==> src/rtl/note_hit_judge.sv <==
// ---------------------------------------------------------------------------
// note_hit_judge
//
// Scores drum-pad presses against the single falling note row drawn by the
// lane display block. Each pad press is judged as a hit (the lane holds an
// unplayed note while the row is inside the hit window), a wrong press (the
// lane holds no unplayed note, inside the window) or ignored (outside the
// window). Notes still unplayed when the row leaves the window count as a miss.
//
// Optional feature macro: PERFECT_BONUS_EN
//   defined   - hits judged with PERF_TOP <= posicionYS <= PERF_BOT add 20
//               instead of 10 and raise perfect_pulse
//   undefined - every hit adds 10, perfect_pulse is held at 0
//
// Ports
//   clk            in   1        system clock
//   reset          in   1        asynchronous active-high reset, clears all state
//   enable         in   1        row (re)start strobe shared with the display
//   contar         in   1        display step strobe
//   posicionYS     in   10       current row top position
//   cubosHileraReg in   5        lanes holding a note in the current row
//   pads           in   5        raw asynchronous pad levels, bit i = lane i
//   hit_pulse      out  5        one-cycle pulse per lane judged a hit
//   perfect_pulse  out  1        one-cycle pulse for a hit in the perfect zone
//   wrong_pulse    out  1        one-cycle pulse on any wrong press
//   miss_pulse     out  1        one-cycle pulse when unplayed notes leave the window
//   score          out  SCORE_W  accumulated score, saturating
//   combo          out  8        consecutive-hit count, saturating at 255
//   max_combo      out  8        highest combo since reset
//   pending        out  5        lanes of the current row not yet hit
// ---------------------------------------------------------------------------
module note_hit_judge #(
    parameter int PUNTOFINAL = 480,
    parameter int WIN_TOP    = 384,
    parameter int WIN_BOT    = 448,
    parameter int PERF_TOP   = 404,
    parameter int PERF_BOT   = 428,
    parameter int SCORE_W    = 16
) (
    input  logic               clk,
    input  logic               reset,
    input  logic               enable,
    input  logic               contar,
    input  logic [9:0]         posicionYS,
    input  logic [4:0]         cubosHileraReg,
    input  logic [4:0]         pads,
    output logic [4:0]         hit_pulse,
    output logic               perfect_pulse,
    output logic               wrong_pulse,
    output logic               miss_pulse,
    output logic [SCORE_W-1:0] score,
    output logic [7:0]         combo,
    output logic [7:0]         max_combo,
    output logic [4:0]         pending
);

    localparam logic [9:0] PUNTOFINAL_L = 10'(PUNTOFINAL);
    localparam logic [9:0] WIN_TOP_L    = 10'(WIN_TOP);
    localparam logic [9:0] WIN_BOT_L    = 10'(WIN_BOT);

    typedef enum logic [1:0] {S_IDLE, S_ABOVE, S_WINDOW, S_BELOW} state_t;

    state_t             state_q, state_d;
    logic [4:0]         pad_s1_q, pad_s2_q, pad_s3_q;
    logic [4:0]         press;
    logic               wrap;
    logic               load_q;
    logic [4:0]         pending_q, pending_d;
    logic [4:0]         hit_pulse_q, hits_d;
    logic               perfect_q, perfect_d;
    logic               wrong_q, wrong_d;
    logic               miss_q, miss_d;
    logic [SCORE_W-1:0] score_q, score_d;
    logic [7:0]         combo_q, combo_d;
    logic [7:0]         max_combo_q, max_combo_d;

    logic               in_window;
    logic [4:0]         wrongs;
    logic [4:0]         perf_hits;
    logic [2:0]         n_hits, n_perf;
    logic [7:0]         score_add;
    logic [SCORE_W+7:0] score_sum;
    logic [8:0]         combo_sum;

    // Per-lane two-flop synchronizer plus one extra stage for edge detection.
    generate
        for (genvar gi = 0; gi < 5; gi++) begin : g_pad_sync
            always_ff @(posedge clk or posedge reset) begin
                if (reset) begin
                    pad_s1_q[gi] <= 1'b0;
                    pad_s2_q[gi] <= 1'b0;
                    pad_s3_q[gi] <= 1'b0;
                end else begin
                    pad_s1_q[gi] <= pads[gi];
                    pad_s2_q[gi] <= pad_s1_q[gi];
                    pad_s3_q[gi] <= pad_s2_q[gi];
                end
            end
            assign press[gi] = pad_s2_q[gi] & ~pad_s3_q[gi];
        end
    endgenerate

    assign wrap = contar && (posicionYS == PUNTOFINAL_L);

    // FSM: state register
    always_ff @(posedge clk or posedge reset) begin
        if (reset) begin
            state_q <= S_IDLE;
        end else begin
            state_q <= state_d;
        end
    end

    // FSM: next state. A row restart (strobe edge or the following load edge)
    // pins the machine to ABOVE so the restart can never look like the row
    // leaving the window.
    always_comb begin
        state_d = state_q;
        if (state_q == S_IDLE) begin
            if (load_q) begin
                state_d = S_ABOVE;
            end
        end else if (enable || wrap || load_q) begin
            state_d = S_ABOVE;
        end else if (posicionYS < WIN_TOP_L) begin
            state_d = S_ABOVE;
        end else if (posicionYS <= WIN_BOT_L) begin
            state_d = S_WINDOW;
        end else begin
            state_d = S_BELOW;
        end
    end

    // FSM: outputs. Presses are judged against the state being entered, so a
    // press on the edge that leaves the window is ignored and the note misses.
    always_comb begin
        in_window = (state_d == S_WINDOW);
        hits_d    = in_window ? (press & pending_q)  : 5'd0;
        wrongs    = in_window ? (press & ~pending_q) : 5'd0;
        wrong_d   = |wrongs;
        miss_d    = (state_q == S_WINDOW) && (state_d == S_BELOW) && (|pending_q);

`ifdef PERFECT_BONUS_EN
        perf_hits = ((posicionYS >= 10'(PERF_TOP)) && (posicionYS <= 10'(PERF_BOT)))
                    ? hits_d : 5'd0;
`else
        perf_hits = 5'd0;
`endif
        perfect_d = |perf_hits;

        if (load_q) begin
            pending_d = cubosHileraReg;
        end else if (miss_d) begin
            pending_d = 5'd0;
        end else begin
            pending_d = pending_q & ~hits_d;
        end

        n_hits = 3'd0;
        n_perf = 3'd0;
        for (int i = 0; i < 5; i++) begin
            n_hits = n_hits + {2'b00, hits_d[i]};
            n_perf = n_perf + {2'b00, perf_hits[i]};
        end

        // A perfect hit earns a second helping of 10 on top of the base 10.
        score_add = (8'(n_hits) * 8'd10) + (8'(n_perf) * 8'd10);
        score_sum = {8'd0, score_q} + {{SCORE_W{1'b0}}, score_add};
        if (score_sum[SCORE_W+7:SCORE_W] != 8'd0) begin
            score_d = {SCORE_W{1'b1}};
        end else begin
            score_d = score_sum[SCORE_W-1:0];
        end

        combo_sum = {1'b0, combo_q} + {6'd0, n_hits};
        if (wrong_d || miss_d) begin
            combo_d = 8'd0;
        end else if (combo_sum[8]) begin
            combo_d = 8'hFF;
        end else begin
            combo_d = combo_sum[7:0];
        end

        max_combo_d = (combo_d > max_combo_q) ? combo_d : max_combo_q;
    end

    always_ff @(posedge clk or posedge reset) begin
        if (reset) begin
            load_q      <= 1'b0;
            pending_q   <= 5'd0;
            hit_pulse_q <= 5'd0;
            perfect_q   <= 1'b0;
            wrong_q     <= 1'b0;
            miss_q      <= 1'b0;
            score_q     <= '0;
            combo_q     <= 8'd0;
            max_combo_q <= 8'd0;
        end else begin
            // The display latches its new lane mask on the strobe edge, so the
            // mask is taken one edge later.
            load_q      <= enable | wrap;
            pending_q   <= pending_d;
            hit_pulse_q <= hits_d;
            perfect_q   <= perfect_d;
            wrong_q     <= wrong_d;
            miss_q      <= miss_d;
            score_q     <= score_d;
            combo_q     <= combo_d;
            max_combo_q <= max_combo_d;
        end
    end

    assign hit_pulse     = hit_pulse_q;
    assign perfect_pulse = perfect_q;
    assign wrong_pulse   = wrong_q;
    assign miss_pulse    = miss_q;
    assign score         = score_q;
    assign combo         = combo_q;
    assign max_combo     = max_combo_q;
    assign pending       = pending_q;

endmodule

==> config.mk <==
export PLATFORM = sky130hd
export DESIGN_NAME = note_hit_judge
export DESIGN_NICKNAME = d
export VERILOG_FILES = /design/src/rtl/note_hit_judge.sv
export SDC_FILE = /design/constraint.sdc
export NUM_CORES = 1
export LEC_CHECK = 0
export ABC_AREA = 1
export BUFFER_PORTS_ARGS = -buffer_cell sky130_fd_sc_hd__buf_2
export CELL_PAD_IN_SITES_DETAIL_PLACEMENT = 1
export CELL_PAD_IN_SITES_GLOBAL_PLACEMENT = 1
export CORE_ASPECT_RATIO = 0.9
export CORE_MARGIN = 2
export CORE_UTILIZATION = 41
export DETAILED_ROUTE_END_ITERATION = 8
export GPL_TIMING_DRIVEN = 0
export PLACE_DENSITY = 0.76
export SLEW_MARGIN = 20
export SYNTH_ARGS = -nofsm -noshare
export SYNTH_HDL_FRONTEND = slang
export SYNTH_SLANG_ARGS = --single-unit
==> constraint.sdc <==
create_clock -name clk -period 4.81 [get_ports clk]
set_input_delay 1.443 -clock clk [delete_from_list [all_inputs] [get_ports clk]]
set_output_delay 1.443 -clock clk [all_outputs]
set_load 0.05 [all_outputs]
Word level (Yosys, flattened, before mapping)

Cells that the tools add are included.

Add/subtract/negate cells: 6
$mul: 1
Magnitude comparators: 3
Equal/unequal tests: 4
Muxes and demuxes: 12
Bitwise operators: 16
Reductions and logical operators: 10

Operators with widths:

| kind                | number |
|---|---|
| $mux 5              | 4 |
| $add 16x7->17       | 1 |
| $mux 16             | 1 |
| $mux 8              | 2 |
| $and 5x5->5         | 3 |
| $eq 10x9->1 const B | 1 |
| $le 10x9->1 const B | 1 |
| $lt 10x9->1 const B | 1 |
| $not 5->5           | 2 |
| $reduce_or 5->1     | 2 |
| $add 8x3->9         | 1 |
| $gt 8x8->1          | 1 |
| $mux 2              | 4 |
| $reduce_bool 8->1   | 1 |
| $add 3x1->3         | 2 |
| $eq 2x2->1 const B  | 3 |
| $mul 3x3->6 const B | 1 |
| $and 1x1->1         | 5 |
| $not 1->1           | 5 |
| $add 2x1->3         | 1 |
| $logic_and 1x1->1   | 3 |
| $logic_or 1x1->1    | 3 |
| $add 1x1->2         | 1 |
| $logic_not 2->1     | 1 |
| other kinds (2)     | 2 |

Register bits: 62
Output and inout port bits: 45
Word-level logic and storage cells: 76

Longest topological paths before layout

Depth in word-level cells: 16
Depth in mapped cells: 33
Mapped depth without buffers: 32

Worst setup path after synthesis

No wires, ideal clock.

Path type: input -> register
Start point: input posicionYS[0]
End point: register max_combo_q[0], in the netlist max_combo[0]
Setup time: 118 ps
Arrival time: 5531 ps
Data required time: 4692 ps
Path slack: -839 ps
Stages on the path: 32
Buffers on the path: 1
Cells stage by stage: inv_1 nand2_1 nor2_1 nand3_2 nand2_2 nor2_4 nand3_1 inv_1 fa_1 inv_1 fa_1 inv_1 ha_1 inv_1 fa_1 inv_1 nand2_1 a21oi_2 nand2_1 buf_2 nand3_1 inv_1 nor2_1 ha_1 nand2_1 nor2_1 nand3_1 nor2_1 a21oi_2 inv_1 nand2_1 nand2_1

Longest elaborated chain between the ends: 16

RTL lines:

| item                                                                | RTL line | RTL |
|---|---|---|
| from (decl)                                                         | 44       | `input logic [9:0] posicionYS,` |
| parallel branches: the longest is 4 deep, another holds $le 10x9->1 | -        |  |
| $mux 2 *                                                            | 123      | `end else if (enable \|\| wrap \|\| load_q) begin` |
| $mux 2 *                                                            | 119      | `if (state_q == S_IDLE) begin` |
| $eq 2x2->1 *                                                        | 137      | `in_window = (state_d == S_WINDOW);` |
| $mux 5 *                                                            | 138      | `hits_d = in_window ? (press & pending_q) : 5'd0;` |
| named net hits_d[0]                                                 | 69       | `logic [4:0] hit_pulse_q, hits_d;` |
| $add 1x1->2 *                                                       | 162      | `n_hits = n_hits + {2'b00, hits_d[i]};` |
| $add 2x1->3 *                                                       | 162      |  |
| $add 3x1->3 * (2 in series)                                         | 162      |  |
| $add 8x3->9 *                                                       | 175      | `combo_sum = {1'b0, combo_q} + {6'd0, n_hits};` |
| $mux 8 *                                                            | 178      | `end else if (combo_sum[8]) begin` |
| $mux 8 *                                                            | 176      | `if (wrong_d \|\| miss_d) begin` |
| named net combo_d[7]                                                | 74       | `logic [7:0] combo_q, combo_d;` |
| $gt 8x8->1 *                                                        | 184      | `max_combo_d = (combo_d > max_combo_q) ? combo_d : max_combo_q;` |
| to (signal assigned)                                                | 209      | `max_combo_q <= max_combo_d;` |
| to (decl)                                                           | 75       | `logic [7:0] max_combo_q, max_combo_d;` |

Mark *: on every way through the listed nets, which the timed path passes.
A chain may end at the register's enable or synchronous reset.

Final worst setup path

Start point: input posicionYS[9]
End point: register max_combo_q[7], in the netlist max_combo[7]

RTL lines:

| item                                                                | RTL line |
|---|---|
| parallel branches: the longest is 4 deep, another holds $le 10x9->1 | - |
| $mux 2 *                                                            | 123 |
| $mux 2 *                                                            | 119 |
| $eq 2x2->1 *                                                        | 137 |
| $mux 5 *                                                            | 138 |
| named net hits_d[3]                                                 | 69 |
| $add 3x1->3 * (2 in series)                                         | 162 |
| $add 8x3->9 *                                                       | 175 |
| $mux 8 *                                                            | 178 |
| $mux 8 *                                                            | 176 |
| named net combo_d[6]                                                | 74 |
| $gt 8x8->1 *                                                        | 184 |

Marks and branches as above.

==> run_results.csv <==
group,metric,value,unit
sta,setup_viol,20,
die,dieWidth,99.2,um
pwr,combPwrFrac,45.2,%
logic_synthesis,synth_area_leader_cell,"dfrtp_1",
clocking,cts_tree,"yes",
clocking,path_clk_slew,70,ps
pwr,power_frac_seq,34.0,%
grt,grt_pass1_vias,3293,
place,placed_cells,561,
clocking,hold_buffers,0,
place,place_area,3920,um^2
die,die_h,89.6,um
pwr,p_clk_share,20.9,%
cells_and_area,drive_gt1_share,46.1,%
critical_path,crit_family,"adder cells",
logic_synthesis,ys_seq_area_share,46.4,%
sta,slew_viol_final,0,
logic_synthesis,yosysWarnings,0,
pwr,switchingPower,0.823,mW
sta,rsz0062_at_grt,"true",
route,vias,3189,
logic_synthesis,async_reset_ff_share,100,%
clocking,cts_buffers,9,
logic_synthesis,yosysMostFrequentCell,"nand2_1",
critical_path,crit_path_end_kind,"flip-flop",
die,core_area,7990,um^2
clocking,cts-root-buf,"clkbuf_8",
die,start_util,41.8,%
grt,grt_max_degree,51,
clocking,cts_sinks,62,
logic_synthesis,syn_nets,443,
logic_synthesis,avgSynthCellArea,8.48,um^2
clocking,htree_levels,3,
pwr,switching_share,43.6,%
cells_and_area,antenna_cells,0,
cells_and_area,postLayoutCellArea,4890,um^2
logic_synthesis,synthDistinctLibCells,30,
pwr,peakVddDrop,0.000287,V
hold_path,hold_start,"pad_s1_q[4]",
critical_path,rr_startpoint,"load_q",
critical_path,critPathLaunchType,"primary input",
logic_synthesis,synth_edf_count,0,
route,drcViolationCount,0,
route,first_pass_iters,4,
die,pin_count,69,
die,rows,31,
place,portBuffers,67,
cells_and_area,fin_cells,615,
critical_path,crit_path_start,"posicionYS[9]",
route,antenna_left,0,
pwr,p_int,1.07,mW
place,post-dp-hpwl,6290,um
logic_synthesis,synth_cells,394,
critical_path,worstSetupPathType,"primary input to flip-flop",
route,wl_per_cell,18.5,um
cells_and_area,regArea,1550,um^2
critical_path,cp_num_buf_inv,9,
critical_path,cp.arrival,5890,ps
die,die_area,8890,um^2
critical_path,worstPathRequired,5100,ps
sta,clock_skew,4.56,ps
clocking,clk_latency,350,ps
route,viasPerCell,5.19,
sta,fmax,0.179,GHz
hold_path,min-delay-path-class,"flip-flop to flip-flop",
grt,grt_usage,22.6,%
sta,hold_viol_final,0,
grt,antenna_found_initial,0,
sta,fin_crit,5600,ps
pwr,p_leak,2.68,nW
place,gp_congestion,0.766,
status,status,"finished with violations",
job,drv_cap,0,
cells_and_area,fillers,923,
status,failed_checks,"setup timing",
logic_synthesis,synth_top_cell_area_share,46.4,%
critical_path,worstPathMaxFanout,5,
critical_path,cpPeakStageDelay,560,ps
grt,overflow,0,
logic_synthesis,synthTopCellsByCount,"94 x nand2_1, 74 x inv_1, 62 x dfrtp_1",
cells_and_area,nNetsFinal,561,
route,totalWireLength,11400,um
pwr,cellPowerDensity,386,nW/um^2
cells_and_area,syn2layout_area_growth,46.4,%
clocking,clockBufferDepth,2,
grt,grt_first_pass_wirelength,15800,um
cells_and_area,multi_input_area,1930,um^2
logic_synthesis,ys_top_cells_by_area,"dfrtp_1 46%, nand2_1 11%, inv_1 8.3%",
sta,fin_tns_setup,-6280,ps
logic_synthesis,syn_area,3340,um^2
logic_synthesis,synthFlopType,"dfrtp_1",
critical_path,crit_slowest_cell,"fa_1",
route,drt_iter0_markers,86,
sta,final.period_utilization,116,%
logic_synthesis,ys_ff_latch,62,
sta,layout_setup_ws,-787,ps
registers in the layout, summed over array words and instances (netlist names):
signal       cells
max_combo        8
pad_s2_q         5
combo            8
hit_pulse        5
pending          5
pad_s1_q         5
state_q          2
wrong_pulse      1
load_q           1
pad_s3_q         5
miss_pulse       1
score           16
routing by layer:
layer	global-route usage (%)	vias up	wire length, um
met3	4.33	19	382
met1	27.7	1623	4810
met5	0	-	0
met2	39.6	79	5960
li1	-	1468	-
met4	10.1	0	196
cells in the final DEF (no fill, tap or decap), types with 6 or more instances in the layout:
cell | netlist | routed
nand2_1 | 94 | 72
dfrtp_1 | 62 | 62
buf_2 | 1 | 59
inv_1 | 74 | 56
buf_4 | 3 | 33
nand2_2 | 5 | 17
nor2_1 | 24 | 17
nand3_2 | 8 | 16
buf_6 | 1 | 15
inv_2 | 2 | 12
nand4_1 | 12 | 12
a21oi_1 | 17 | 12
nand2_4 | 1 | 11
ha_4 | 0 | 11
nand3_1 | 22 | 10
ha_1 | 21 | 10
clkbuf_8 | 0 | 9
nor2_4 | 2 | 8
o21ai_0 | 14 | 8
or2_2 | 6 | 6
logic make-up (layout without fill, tap and decap cells):
kind of cell / after synthesis / after routing / synth area share, %
AOI/OAI and AO/OA: 35 / 35 / 5.62
xor gates and xnor gates: 4 / 4 / 1.05
adders and majority gates: 25 / 25 / 10.3
buffers and inverters: 81 / 203 / 9.70
DFF: 62 / 62 / 46.4
other: 1 / 1 / 0.112
and+or+nand+nor: 186 / 186 / 26.8
cell type report:
| cell class | count | area share, % |
|---|---|---|
| multi-input combinational | 251 | 39.5 |
| sequential | 62 | 31.7 |
| timing repair buffer | 107 | 15.5 |
| inverter | 76 | 6.55 |
| clock buffer | 10 | 2.61 |
| tap | 99 | 2.53 |
| buffer | 5 | 0.997 |
| clock inverter | 5 | 0.563 |
through the flow:
stage          setup WS [ps]  util (%)  hold WS (ps)  power, mW
2_1_floorplan           -604         -           331       1.10
3_3_place_gp           -1280      48.6           334       1.24
3_5_place_dp           -1460      49.0           336       1.26
4_1_cts                 -652      55.9           348       1.78
5_1_grt                 -974      61.2           362       1.99
6_report                -787      61.2           356       1.89
power groups by stage:
stage | Combinational (mW) | Sequential (mW) | Clock [mW]
5_1_grt | 0.915 | 0.648 | 0.425
6_report | 0.853 | 0.642 | 0.394
3_5_place_dp | 0.618 | 0.645 | 0
3_3_place_gp | 0.595 | 0.641 | 0
2_1_floorplan | 0.283 | 0.817 | 0
4_1_cts | 0.737 | 0.637 | 0.402
path summary, 6_finish.rpt:
kind                                endpoint  slack, ps  depth (start not counted)
worst max-delay path            max_combo[7]       -790                         31
worst min-delay path             pad_s2_q[4]        360                          0
worst max register to register  max_combo[7]        -40                         27
worst min register to register   pad_s2_q[4]        360                          0
max in group asynchronous           score[1]       3280                          3
min in group asynchronous       hit_pulse[2]       1010                          2
repair_timing:
action                                  4_1_cts  5_1_grt
gates cloned                                  1        1
setup buffers                                21       16
endpoints found under the setup margin       22       24
gates resized for setup                      54       71
pin swaps                                    36       33
No activity file was read; power rests on OpenSTA's default activity.
